==> src/rtl/cpu_op_sequencer.sv <==
// Program-table driven issuer for the 8-bit CPU top: issues {opcode,A,B} with a cpu_wr strobe,
// waits LATENCY cycles, and captures Y into a result buffer. Optional self-check: SEQ_CHECK_EN.
module cpu_op_sequencer #(
  parameter int DATA_WIDTH = 8,
  parameter int ADDR_WIDTH = 4,
  parameter int LATENCY    = 1
) (
  input  logic                  clk,
  input  logic                  reset,
  input  logic                  prog_we,
  input  logic [ADDR_WIDTH-1:0] prog_addr,
  input  logic [DATA_WIDTH-1:0] prog_opcode,
  input  logic [DATA_WIDTH-1:0] prog_a,
  input  logic [DATA_WIDTH-1:0] prog_b,
  input  logic [DATA_WIDTH-1:0] prog_exp,
  input  logic [ADDR_WIDTH:0]   prog_len,
  input  logic                  start,
  output logic                  cpu_wr,
  output logic [DATA_WIDTH-1:0] cpu_a,
  output logic [DATA_WIDTH-1:0] cpu_b,
  output logic [DATA_WIDTH-1:0] cpu_opcode,
  input  logic [DATA_WIDTH-1:0] cpu_y,
  input  logic [ADDR_WIDTH-1:0] res_addr,
  output logic [DATA_WIDTH-1:0] res_data,
  output logic                  busy,
  output logic                  done,
  output logic [ADDR_WIDTH:0]   mismatch_cnt,
  output logic [ADDR_WIDTH-1:0] first_fail
);

  localparam int                DEPTH     = 1 << ADDR_WIDTH;
  localparam logic [ADDR_WIDTH:0] DEPTH_V = (ADDR_WIDTH+1)'(DEPTH);
  localparam logic [ADDR_WIDTH:0] ONE_V   = (ADDR_WIDTH+1)'(1);
  localparam logic [3:0]        WAIT_INIT = 4'(LATENCY - 1);

  typedef enum logic [2:0] {S_IDLE, S_ISSUE, S_WAIT, S_CAPTURE, S_DONE} state_t;

  state_t                state_q, state_d;
  logic [ADDR_WIDTH:0]   idx_q, idx_d;
  logic [ADDR_WIDTH:0]   len_q, len_d;
  logic [3:0]            wait_q, wait_d;
  logic                  start_acc;

  logic [DATA_WIDTH-1:0] op_mem  [DEPTH];
  logic [DATA_WIDTH-1:0] a_mem   [DEPTH];
  logic [DATA_WIDTH-1:0] b_mem   [DEPTH];
  logic [DATA_WIDTH-1:0] res_mem [DEPTH];

  logic [DATA_WIDTH-1:0] cpu_a_q, cpu_b_q, cpu_op_q, res_data_q;

  always_ff @(posedge clk) begin
    if (reset) begin
      state_q <= S_IDLE;
      idx_q   <= '0;
      len_q   <= '0;
      wait_q  <= '0;
    end else begin
      state_q <= state_d;
      idx_q   <= idx_d;
      len_q   <= len_d;
      wait_q  <= wait_d;
    end
  end

  always_comb begin
    state_d   = state_q;
    idx_d     = idx_q;
    len_d     = len_q;
    wait_d    = wait_q;
    start_acc = 1'b0;
    case (state_q)
      S_IDLE: begin
        if (start) begin
          start_acc = 1'b1;
          idx_d     = '0;
          len_d     = (prog_len > DEPTH_V) ? DEPTH_V : prog_len;
          state_d   = (prog_len == '0) ? S_DONE : S_ISSUE;
        end
      end
      S_ISSUE: begin
        wait_d  = WAIT_INIT;
        state_d = S_WAIT;
      end
      S_WAIT: begin
        if (wait_q == 4'd0) state_d = S_CAPTURE;
        else                wait_d  = wait_q - 4'd1;
      end
      S_CAPTURE: begin
        if (idx_q == len_q - ONE_V) begin
          state_d = S_DONE;
        end else begin
          idx_d   = idx_q + ONE_V;
          state_d = S_ISSUE;
        end
      end
      S_DONE:  state_d = S_IDLE;
      default: state_d = S_IDLE;
    endcase
  end

  assign busy   = (state_q == S_ISSUE) || (state_q == S_WAIT) || (state_q == S_CAPTURE);
  assign done   = (state_q == S_DONE);
  assign cpu_wr = (state_q == S_ISSUE);

  // Program table: writes are dropped while a run owns the table.
  always_ff @(posedge clk) begin
    if (prog_we && !busy) begin
      op_mem[prog_addr] <= prog_opcode;
      a_mem[prog_addr]  <= prog_a;
      b_mem[prog_addr]  <= prog_b;
    end
  end

  // Operands are loaded on the edge entering ISSUE so they are stable while cpu_wr is high.
  always_ff @(posedge clk) begin
    if (reset) begin
      cpu_a_q  <= '0;
      cpu_b_q  <= '0;
      cpu_op_q <= '0;
    end else if (state_d == S_ISSUE) begin
      cpu_a_q  <= a_mem[idx_d[ADDR_WIDTH-1:0]];
      cpu_b_q  <= b_mem[idx_d[ADDR_WIDTH-1:0]];
      cpu_op_q <= op_mem[idx_d[ADDR_WIDTH-1:0]];
    end
  end

  assign cpu_a      = cpu_a_q;
  assign cpu_b      = cpu_b_q;
  assign cpu_opcode = cpu_op_q;

  always_ff @(posedge clk) begin
    if (state_q == S_CAPTURE) res_mem[idx_q[ADDR_WIDTH-1:0]] <= cpu_y;
  end

  // Read-before-write: a same-cycle capture to res_addr is seen on the following read.
  always_ff @(posedge clk) begin
    if (reset) res_data_q <= '0;
    else       res_data_q <= res_mem[res_addr];
  end

  assign res_data = res_data_q;

`ifdef SEQ_CHECK_EN
  logic [DATA_WIDTH-1:0] exp_mem [DEPTH];
  logic [ADDR_WIDTH:0]   mis_q;
  logic [ADDR_WIDTH-1:0] ff_q;

  function automatic logic [ADDR_WIDTH:0] sat_inc(input logic [ADDR_WIDTH:0] v);
    return (&v) ? v : v + ONE_V;
  endfunction

  always_ff @(posedge clk) begin
    if (prog_we && !busy) exp_mem[prog_addr] <= prog_exp;
  end

  always_ff @(posedge clk) begin
    if (reset || start_acc) begin
      mis_q <= '0;
      ff_q  <= '0;
    end else if (state_q == S_CAPTURE && cpu_y != exp_mem[idx_q[ADDR_WIDTH-1:0]]) begin
      if (mis_q == '0) ff_q <= idx_q[ADDR_WIDTH-1:0];
      mis_q <= sat_inc(mis_q);
    end
  end

  assign mismatch_cnt = mis_q;
  assign first_fail   = ff_q;
`else
  logic unused_exp;
  assign unused_exp   = ^{prog_exp, start_acc};
  assign mismatch_cnt = '0;
  assign first_fail   = '0;
`endif

endmodule

==> config.mk <==
export PLATFORM = sky130hd
export DESIGN_NAME = cpu_op_sequencer
export DESIGN_NICKNAME = d
export VERILOG_FILES = /design/src/rtl/cpu_op_sequencer.sv
export SDC_FILE = /design/constraint.sdc
export NUM_CORES = 1
export LEC_CHECK = 0
export CORE_ASPECT_RATIO = 0.7
export CORE_MARGIN = 3
export CORE_UTILIZATION = 65
export DETAILED_ROUTE_END_ITERATION = 8
export GPL_TIMING_DRIVEN = 0
export PLACE_DENSITY = 0.85
export SYNTH_ARGS = -nofsm -noshare
export SYNTH_HDL_FRONTEND = slang
export SYNTH_SLANG_ARGS = --single-unit
==> constraint.sdc <==
create_clock -name clk -period 8.24 [get_ports clk]
set_input_delay 2.472 -clock clk [delete_from_list [all_inputs] [get_ports clk]]
set_output_delay 2.472 -clock clk [all_outputs]
set_load 0.005 [all_outputs]
Yosys cells after proc, flatten, opt, wreduce, memory -nomap -nowiden
Memory sizes are Yosys's and may differ from the RTL's. A register that Yosys moved wholly into a read port is not among the register bits.
Cells that the tools add are included.
- word-level logic and storage cells: 49
- bits in latches: 0
- memory bits (read-only): 0
- bits in registers: 17
- memories: 4
- bits in writable memories: 512
- bits of input ports: 57
- add/sub/neg operators: 3
- reductions and logical operators: 12
- shift operators: 0
- $mul: 0
- div/mod/pow operators: 0
- bitwise gates (word level): 0
- equal/unequal tests: 9
- $lt $le $gt $ge: 1
- mux-type cells: 15
- memory list (name ; depth ; width ; read ports ; clocked after memory_dff ; wr ports ; line ; RTL):
    a_mem ; 16 ; 8 ; 1 ; 1 ; 1 ; 45 ; logic [DATA_WIDTH-1:0] a_mem [DEPTH];
    b_mem ; 16 ; 8 ; 1 ; 1 ; 1 ; 46 ; logic [DATA_WIDTH-1:0] b_mem [DEPTH];
    op_mem ; 16 ; 8 ; 1 ; 1 ; 1 ; 44 ; logic [DATA_WIDTH-1:0] op_mem [DEPTH];
    res_mem ; 16 ; 8 ; 1 ; 1 ; 1 ; 47 ; logic [DATA_WIDTH-1:0] res_mem [DEPTH];
- operators with widths (cell ; count):
    2-to-1 mux 5 bit ; 3
    2-to-1 mux 3 bit ; 4
    one-hot mux 3 bit (4 select lines) ; 1
    one-hot mux 5 bit (2 select lines) ; 1
    one-hot mux 4 bit (2 select lines) ; 1
    == test 3 x 1 -> 1 bit, second input constant ; 2
    == test 3 x 2 -> 1 bit, second input constant ; 2
    inequality test 2 bit, second input constant ; 3
    adder 5 x 1 -> 5 bit, second input constant ; 1
    == test 5 bit ; 1
    greater-than comparator 5 bit, second input constant ; 1
    logical NOT 5 bit ; 1
    subtractor 5 x 1 -> 5 bit, second input constant ; 1
    logical NOT 4 bit ; 1
    2-to-1 mux 1 bit ; 4
    2-to-1 mux 4 bit ; 1
    AND reduction 2 bit ; 2
    nonzero test 2 bit ; 2
    subtractor 4 x 1 -> 4 bit, second input constant ; 1
    == test 3 bit, second input constant ; 1
    logical NOT 3 bit ; 1
    AND reduction 3 bit ; 1
    logical OR 1 bit ; 2
    logical AND 1 bit ; 1
    logical NOT 1 bit ; 1

Longest topological paths before layout
- word-level depth: 7
- mapped depth: 12
- gate-level depth less buffers: 10

Worst setup path after synthesis
Ideal clock, no wire load.
- kind: in2reg
- from: in prog_we
- to: mem a_mem[0][0], enable pin
- arrival: 4629 ps
- path slack: 3175 ps
- required time: 7805 ps
- cell stages on the path: 3
- cells stage by stage: o21ai_0 > or3_1 > nor3_1
- longest elaborated chain between the ends: 3
- RTL lines (element ; line ; RTL):
    from (decl) ; 10 ; input logic prog_we,
    logical AND 1 bit ; 107 ; if (prog_we && !busy) begin
    2-to-1 mux 1 bit ; 107 ;
    2-to-1 mux 1 bit (not written as such) ; 109 ; a_mem[prog_addr] <= prog_a;
    to (decl) ; 45 ;
No other way between the ends.

Worst setup path in the final report
- from: in start
- to: reg cpu_b_q[2], in the netlist cpu_b[2], read port of b_mem
- longest elaborated chain between the ends: 3
- elaborated cells between the ends (all ways): 5
- those cells by class: eq/ne: 1; mux: 4
- RTL lines (element ; line ; RTL):
    from (decl) ; 17 ; input logic start,
    2-to-1 mux 3 bit ; 73 ; if (start) begin
    one-hot mux 3 bit (4 select lines) ; 71 ; case (state_q)
    == test 3 x 1 -> 1 bit ; 120 ; end else if (state_d == S_ISSUE) begin
    to (decl) ; 49 ; logic [DATA_WIDTH-1:0] cpu_a_q, cpu_b_q, cpu_op_q, res_data_q;
Several ways; a longest one is shown, not always the timed one. The select of a mux whose other input is x is not followed.
A chain may end at the register's enable or synchronous reset.

==> flow_summary.html <==
<table>
<tr><th>Metric</th><th>Value</th></tr>
<tr><th colspan="2">Placement</th></tr>
<tr><td>Placed wire-length estimate</td><td>37200 um</td></tr>
<tr><td>Placer's final routability congestion estimate</td><td>0.892</td></tr>
<tr><td>Port Buf Inserts</td><td>79</td></tr>
<tr><td>Placement-stage worst setup slack</td><td>2.14 ns</td></tr>
<tr><td>Number of placed instances, taps included</td><td>1921</td></tr>
<tr><th colspan="2">Detailed routing</th></tr>
<tr><td>Iteration count of the initial detailed-routing pass</td><td>6</td></tr>
<tr><td>Drt initial violations</td><td>2508</td></tr>
<tr><td>WL per Instance</td><td>29.0 um</td></tr>
<tr><td>Via/cell ratio</td><td>6.87</td></tr>
<tr><td>Post-route DRC</td><td>0</td></tr>
<tr><td>Via count of the routed design</td><td>13800</td></tr>
<tr><td>Total detailed-routing wirelength</td><td>58400 um</td></tr>
<tr><td>Post-route antenna net violation count</td><td>0</td></tr>
<tr><th colspan="2">Power</th></tr>
<tr><td>Post-layout total power</td><td>0.00612 W</td></tr>
<tr><td>P_leak</td><td>8.09 nW</td></tr>
<tr><td>Share of total power in combinational logic</td><td>7.2%</td></tr>
<tr><td>Cell-internal power</td><td>0.00480 W</td></tr>
<tr><td>Switching share of power</td><td>21.6%</td></tr>
<tr><td>Power density of the placed cells</td><td>236 nW/um^2</td></tr>
<tr><td>Relative contribution of sequential cells to total power</td><td>52.2%</td></tr>
<tr><td>Worst VDD drop</td><td>0.000180 V</td></tr>
<tr><td>Share of total power in the clock network</td><td>40.6%</td></tr>
<tr><td>Total net switching power</td><td>0.00132 W</td></tr>
<tr><th colspan="2">Die</th></tr>
<tr><td>Die width</td><td>228 um</td></tr>
<tr><td>I/O pin count</td><td>101</td></tr>
<tr><td>Core region area</td><td>33800 sq um</td></tr>
<tr><td>Area of the die</td><td>36800 sq um</td></tr>
<tr><td># rows</td><td>56</td></tr>
<tr><td>Starting density of the core</td><td>66.5%</td></tr>
<tr><td>Die height</td><td>161 um</td></tr>
<tr><th colspan="2">Run status</th></tr>
<tr><td>Status</td><td>finished, final reports clean</td></tr>
<tr><th colspan="2">GRT</th></tr>
<tr><td>Remaining Overflow, GRT</td><td>0</td></tr>
<tr><td>Number of antenna violations at the first check in global routing</td><td>0</td></tr>
<tr><td>Number of global-route vias before repair</td><td>13500</td></tr>
<tr><td>Global-route wire length before repair</td><td>86300 um</td></tr>
<tr><td>Total routing usage reported by global routing</td><td>31.6%</td></tr>
<tr><td>Pin count of the biggest net entering global routing</td><td>25</td></tr>
<tr><th colspan="2">Yosys</th></tr>
<tr><td>Synthesized-area fraction occupied by ao, oa, aoi and oai cells</td><td>8.66%</td></tr>
<tr><td>Main synth FF type</td><td>edfxtp_1</td></tr>
<tr><td>Leading cell types by total area after synthesis</td><td>edfxtp_1 68%, mux2i_1 6.5%, dfxtp_1 4.4%, mux4_2 4.0%, o22ai_1 1.3%</td></tr>
<tr><td>Top-area cell type share of the netlist area</td><td>68.5%</td></tr>
<tr><td>Dominant cell type by area after synthesis</td><td>edfxtp_1</td></tr>
<tr><td>Synth Area in XOR/XNOR</td><td>0.468%</td></tr>
<tr><td>Portion of netlist area occupied by mux cells</td><td>10.5%</td></tr>
<tr><td>Average footprint of a synthesized cell</td><td>16.6 sq um</td></tr>
<tr><td>Fraction of synthesis flops using an asynchronous set or reset pin</td><td>0%</td></tr>
<tr><td>Number of enable flip-flop cells after synthesis</td><td>512</td></tr>
<tr><td>Count of mapped cells out of synthesis</td><td>1356</td></tr>
<tr><td>Count of unique library cells instantiated by Yosys</td><td>63</td></tr>
<tr><td>Adder-cell area share of the yosys netlist</td><td>0.334%</td></tr>
<tr><td>Synth Warn #</td><td>0</td></tr>
<tr><td>Combinational family with the most area after synthesis</td><td>multiplexers</td></tr>
<tr><td>Fraction of the yosys area taken by sequential cells</td><td>72.9%</td></tr>
<tr><td>Post-synthesis register bit count</td><td>561</td></tr>
<tr><td>Simple-Gate Fraction of Synth Area</td><td>5.04%</td></tr>
<tr><td>Cell area after synthesis</td><td>22400 sq um</td></tr>
<tr><th colspan="2">Worst setup path</th></tr>
<tr><td>Critical-path maximum fanout</td><td>10</td></tr>
<tr><td>CP max stage cell</td><td>clkbuf_1</td></tr>
<tr><td>Largest delay contributor family on the critical path</td><td>buffers and inverters</td></tr>
<tr><td>Crit path cell chain</td><td>clkdlybuf4s50_1 -&gt; or4b_4 -&gt; buf_2 -&gt; o21ai_1 -&gt; clkbuf_1 -&gt; clkbuf_1 -&gt; nor2_1 -&gt; nor2_1 -&gt; o41a_1</td></tr>
<tr><td>Reg2Reg Setup Slack</td><td>4.27 ns</td></tr>
<tr><td>Crit Path Class</td><td>in2reg</td></tr>
<tr><td>Kind of end point of the critical path</td><td>register</td></tr>
<tr><td>Worst path bufs/invs</td><td>4</td></tr>
<tr><td>Slowest stage delay, CP</td><td>0.74 ns</td></tr>
<tr><td>Startpoint type of the worst setup path</td><td>input pin</td></tr>
<tr><td>Data required time at the worst endpoint</td><td>8.73 ns</td></tr>
<tr><td>Endpoint arrival time on the critical path</td><td>6.04 ns</td></tr>
<tr><th colspan="2">Timing</th></tr>
<tr><td>Post-route clock period utilization</td><td>67.4%</td></tr>
<tr><td>Setup repair after global routing missed its margin</td><td>false</td></tr>
<tr><td>Worst-case setup margin in the final layout</td><td>2.69 ns</td></tr>
<tr><td>Hold violation count in the final report</td><td>0</td></tr>
<tr><td>Final setup violation count</td><td>0</td></tr>
<tr><td>Clock tree skew after final layout</td><td>0.0158 ns</td></tr>
<tr><td>Time the worst path needs with I/O delays and setup</td><td>5.55 ns</td></tr>
<tr><td>Max Fclk</td><td>180 MHz</td></tr>
<tr><td>Pins Over Slew Limit</td><td>0</td></tr>
<tr><td>Max-slew headroom at the worst pin</td><td>22.3%</td></tr>
<tr><td>Measured slew at the worst slew-check pin</td><td>1.16 ns</td></tr>
<tr><td>Final-layout setup total negative slack</td><td>0 ns</td></tr>
<tr><th colspan="2">Layout</th></tr>
<tr><td>Final antenna diode count</td><td>0</td></tr>
<tr><td>Post-route core utilization</td><td>76.7%</td></tr>
<tr><td>Layout overhead on the synthesized area</td><td>15.5%</td></tr>
<tr><td>Filler Cell Count</td><td>1799</td></tr>
<tr><td>Fraction of layout instances using a drive strength above 1</td><td>13.2%</td></tr>
<tr><td>Number of nets in the finished design</td><td>1571</td></tr>
<tr><td>Number of non-filler instances in the completed layout</td><td>2013</td></tr>
<tr><th colspan="2">Clock network</th></tr>
<tr><td>Setup bufs post-CTS</td><td>0</td></tr>
<tr><td>Clk pin slew, worst setup/hold paths</td><td>0.07 ns</td></tr>
<tr><td>Number of gates resized after cts</td><td>0</td></tr>
<tr><td>H-tree depth reported by CTS</td><td>2</td></tr>
<tr><td>Clock root cell</td><td>clkbuf_16</td></tr>
<tr><td>Quantity of hold-fixing buffers added after cts</td><td>0</td></tr>
<tr><td>CTS tree</td><td>built</td></tr>
<tr><td>Total number of clock tree sinks</td><td>561</td></tr>
<tr><td>Number of buffers on the longest clock path</td><td>3</td></tr>
<tr><td>Clk Latency, worst-skew pair</td><td>0.58 ns</td></tr>
<tr><td>Number of buffers inserted during clock tree synthesis</td><td>49</td></tr>
<tr><th colspan="2">Worst hold path</th></tr>
<tr><td>Hold WC Path Type</td><td>reg2reg</td></tr>
<tr><th colspan="2">Flow run</th></tr>
<tr><td>Number of max-cap violations</td><td>0</td></tr>
</table>
cell families (layout without fill, tap and decap cells):
logic type                 count (synthesis)  after routing
muxes                                    185            185
AOI/OAI and AO/OA                        272            272
xor gates and xnor gates                  12             12
DFF                                      561            561
adders and majority gates                  6              6
other                                      1              9
buffers and inverters                    100            285
and+or+nand+nor                          219            219
state kept, by name, summed over array words and instances, names as in the netlist:
signal,cells
a_mem,128
b_mem,128
cpu_a,8
cpu_b,8
cpu_opcode,8
idx_q,5
len_q,5
op_mem,128
res_data,8
res_mem,128
state_q,3
wait_q,4
cell type report:
| type | instances | area (sq um) | area share, % |
|---|---|---|---|
| timing repair buffer | 93 | 1020 | 3.94 |
| multi-input combinational | 703 | 5740 | 22.2 |
| sequential | 561 | 16400 | 63.1 |
| tap | 464 | 581 | 2.24 |
| clock buffer | 73 | 1440 | 5.55 |
| buffer | 92 | 447 | 1.72 |
| clock inverter | 19 | 298 | 1.15 |
| inverter | 8 | 30.0 | 0.116 |
per-stage QoR:
step	hold WS, ns	instance area, sq um
floorplan	0.445	22500
global route	0.532	25900
global placement	0.465	23800
CTS	0.495	25900
detailed placement	0.478	24200
finish	0.499	25900
cell usage in the layout, fill, tap and decap left out, drive strengths merged, types with 8 or more instances in the layout:
cell / count
and3: 26
a21boi: 24
clkinv: 10
a21o: 24
o31ai: 24
inv: 9
nor3: 17
edfxtp: 512
buf: 59
nor2b: 9
clkdlybuf4s50: 79
nand3: 29
mux2i: 145
dfxtp: 49
and2: 20
o221ai: 24
bufinv: 8
o41a: 24
conb: 9
mux4: 40
nand2: 16
o21ai: 55
nor2: 79
clkbuf: 120
xnor2: 9
a21oi: 35
o22ai: 47
synth_stat cells (2+ instances only):
master and n:
a31oi_1 2, buf_6 2, xor2_1 3, xnor2_1 9, mux2i_1 145, mux4_2 40, buf_4 16, nand2_2 2
nand2b_1 4, nand3b_1 5, o21ai_1 3, and3_1 26, o221ai_1 24, nor3b_1 2, or2_1 2, nor2b_1 9
inv_1 8, buf_1 6, o41a_1 24, or3_1 2, and2_1 18, nor2_1 78, a21o_1 24, o31ai_1 24
a21boi_0 23, nand2_1 13, o21ai_0 51, clkbuf_1 47, edfxtp_1 512, nand3_1 29, a21oi_1 35, o22ai_1 47
buf_2 21, dfxtp_1 49, ha_1 6, a211oi_2 2, nor3_1 17
layer usage:
layer / wire length [um] / vias up / track usage (%)
met5: 0 / - / 0
met1: 22100 / 6769 / 46.9
met3: 8960 / 146 / 9.56
met4: 1640 / 0 / 8.63
met2: 25700 / 1240 / 46.4
li1: - / 5681 / -
tightest hold or removal path, cell delays in order, from the launching register on:
cell and delay (ns):
dfxtp_1 0.33, nand2_1 0.07, a21oi_1 0.05
power groups by stage:
stage	clock network [W]	logic (W)	registers, W
finish	0.00248	0.000441	0.00320
global route	0.00260	0.000464	0.00320
global placement	0	0.000390	0.00326
CTS	0.00248	0.000431	0.00320
detailed placement	0	0.000421	0.00326
floorplan	0	0.000203	0.00325
path summary, 6_finish.rpt:
path | startpoint | endpoint | cells past startpoint
min reg2reg | len_q[1]$_SDFFE_PP0P_ | len_q[1]$_SDFFE_PP0P_ | 2
max reg2reg | len_q[0]$_SDFFE_PP0P_ | cpu_b[2]$_SDFFE_PP0N_ | 11
max | start | cpu_b[2]$_SDFFE_PP0N_ | 9
min | len_q[1]$_SDFFE_PP0P_ | len_q[1]$_SDFFE_PP0P_ | 2
(Power assumes the default switching activity.)
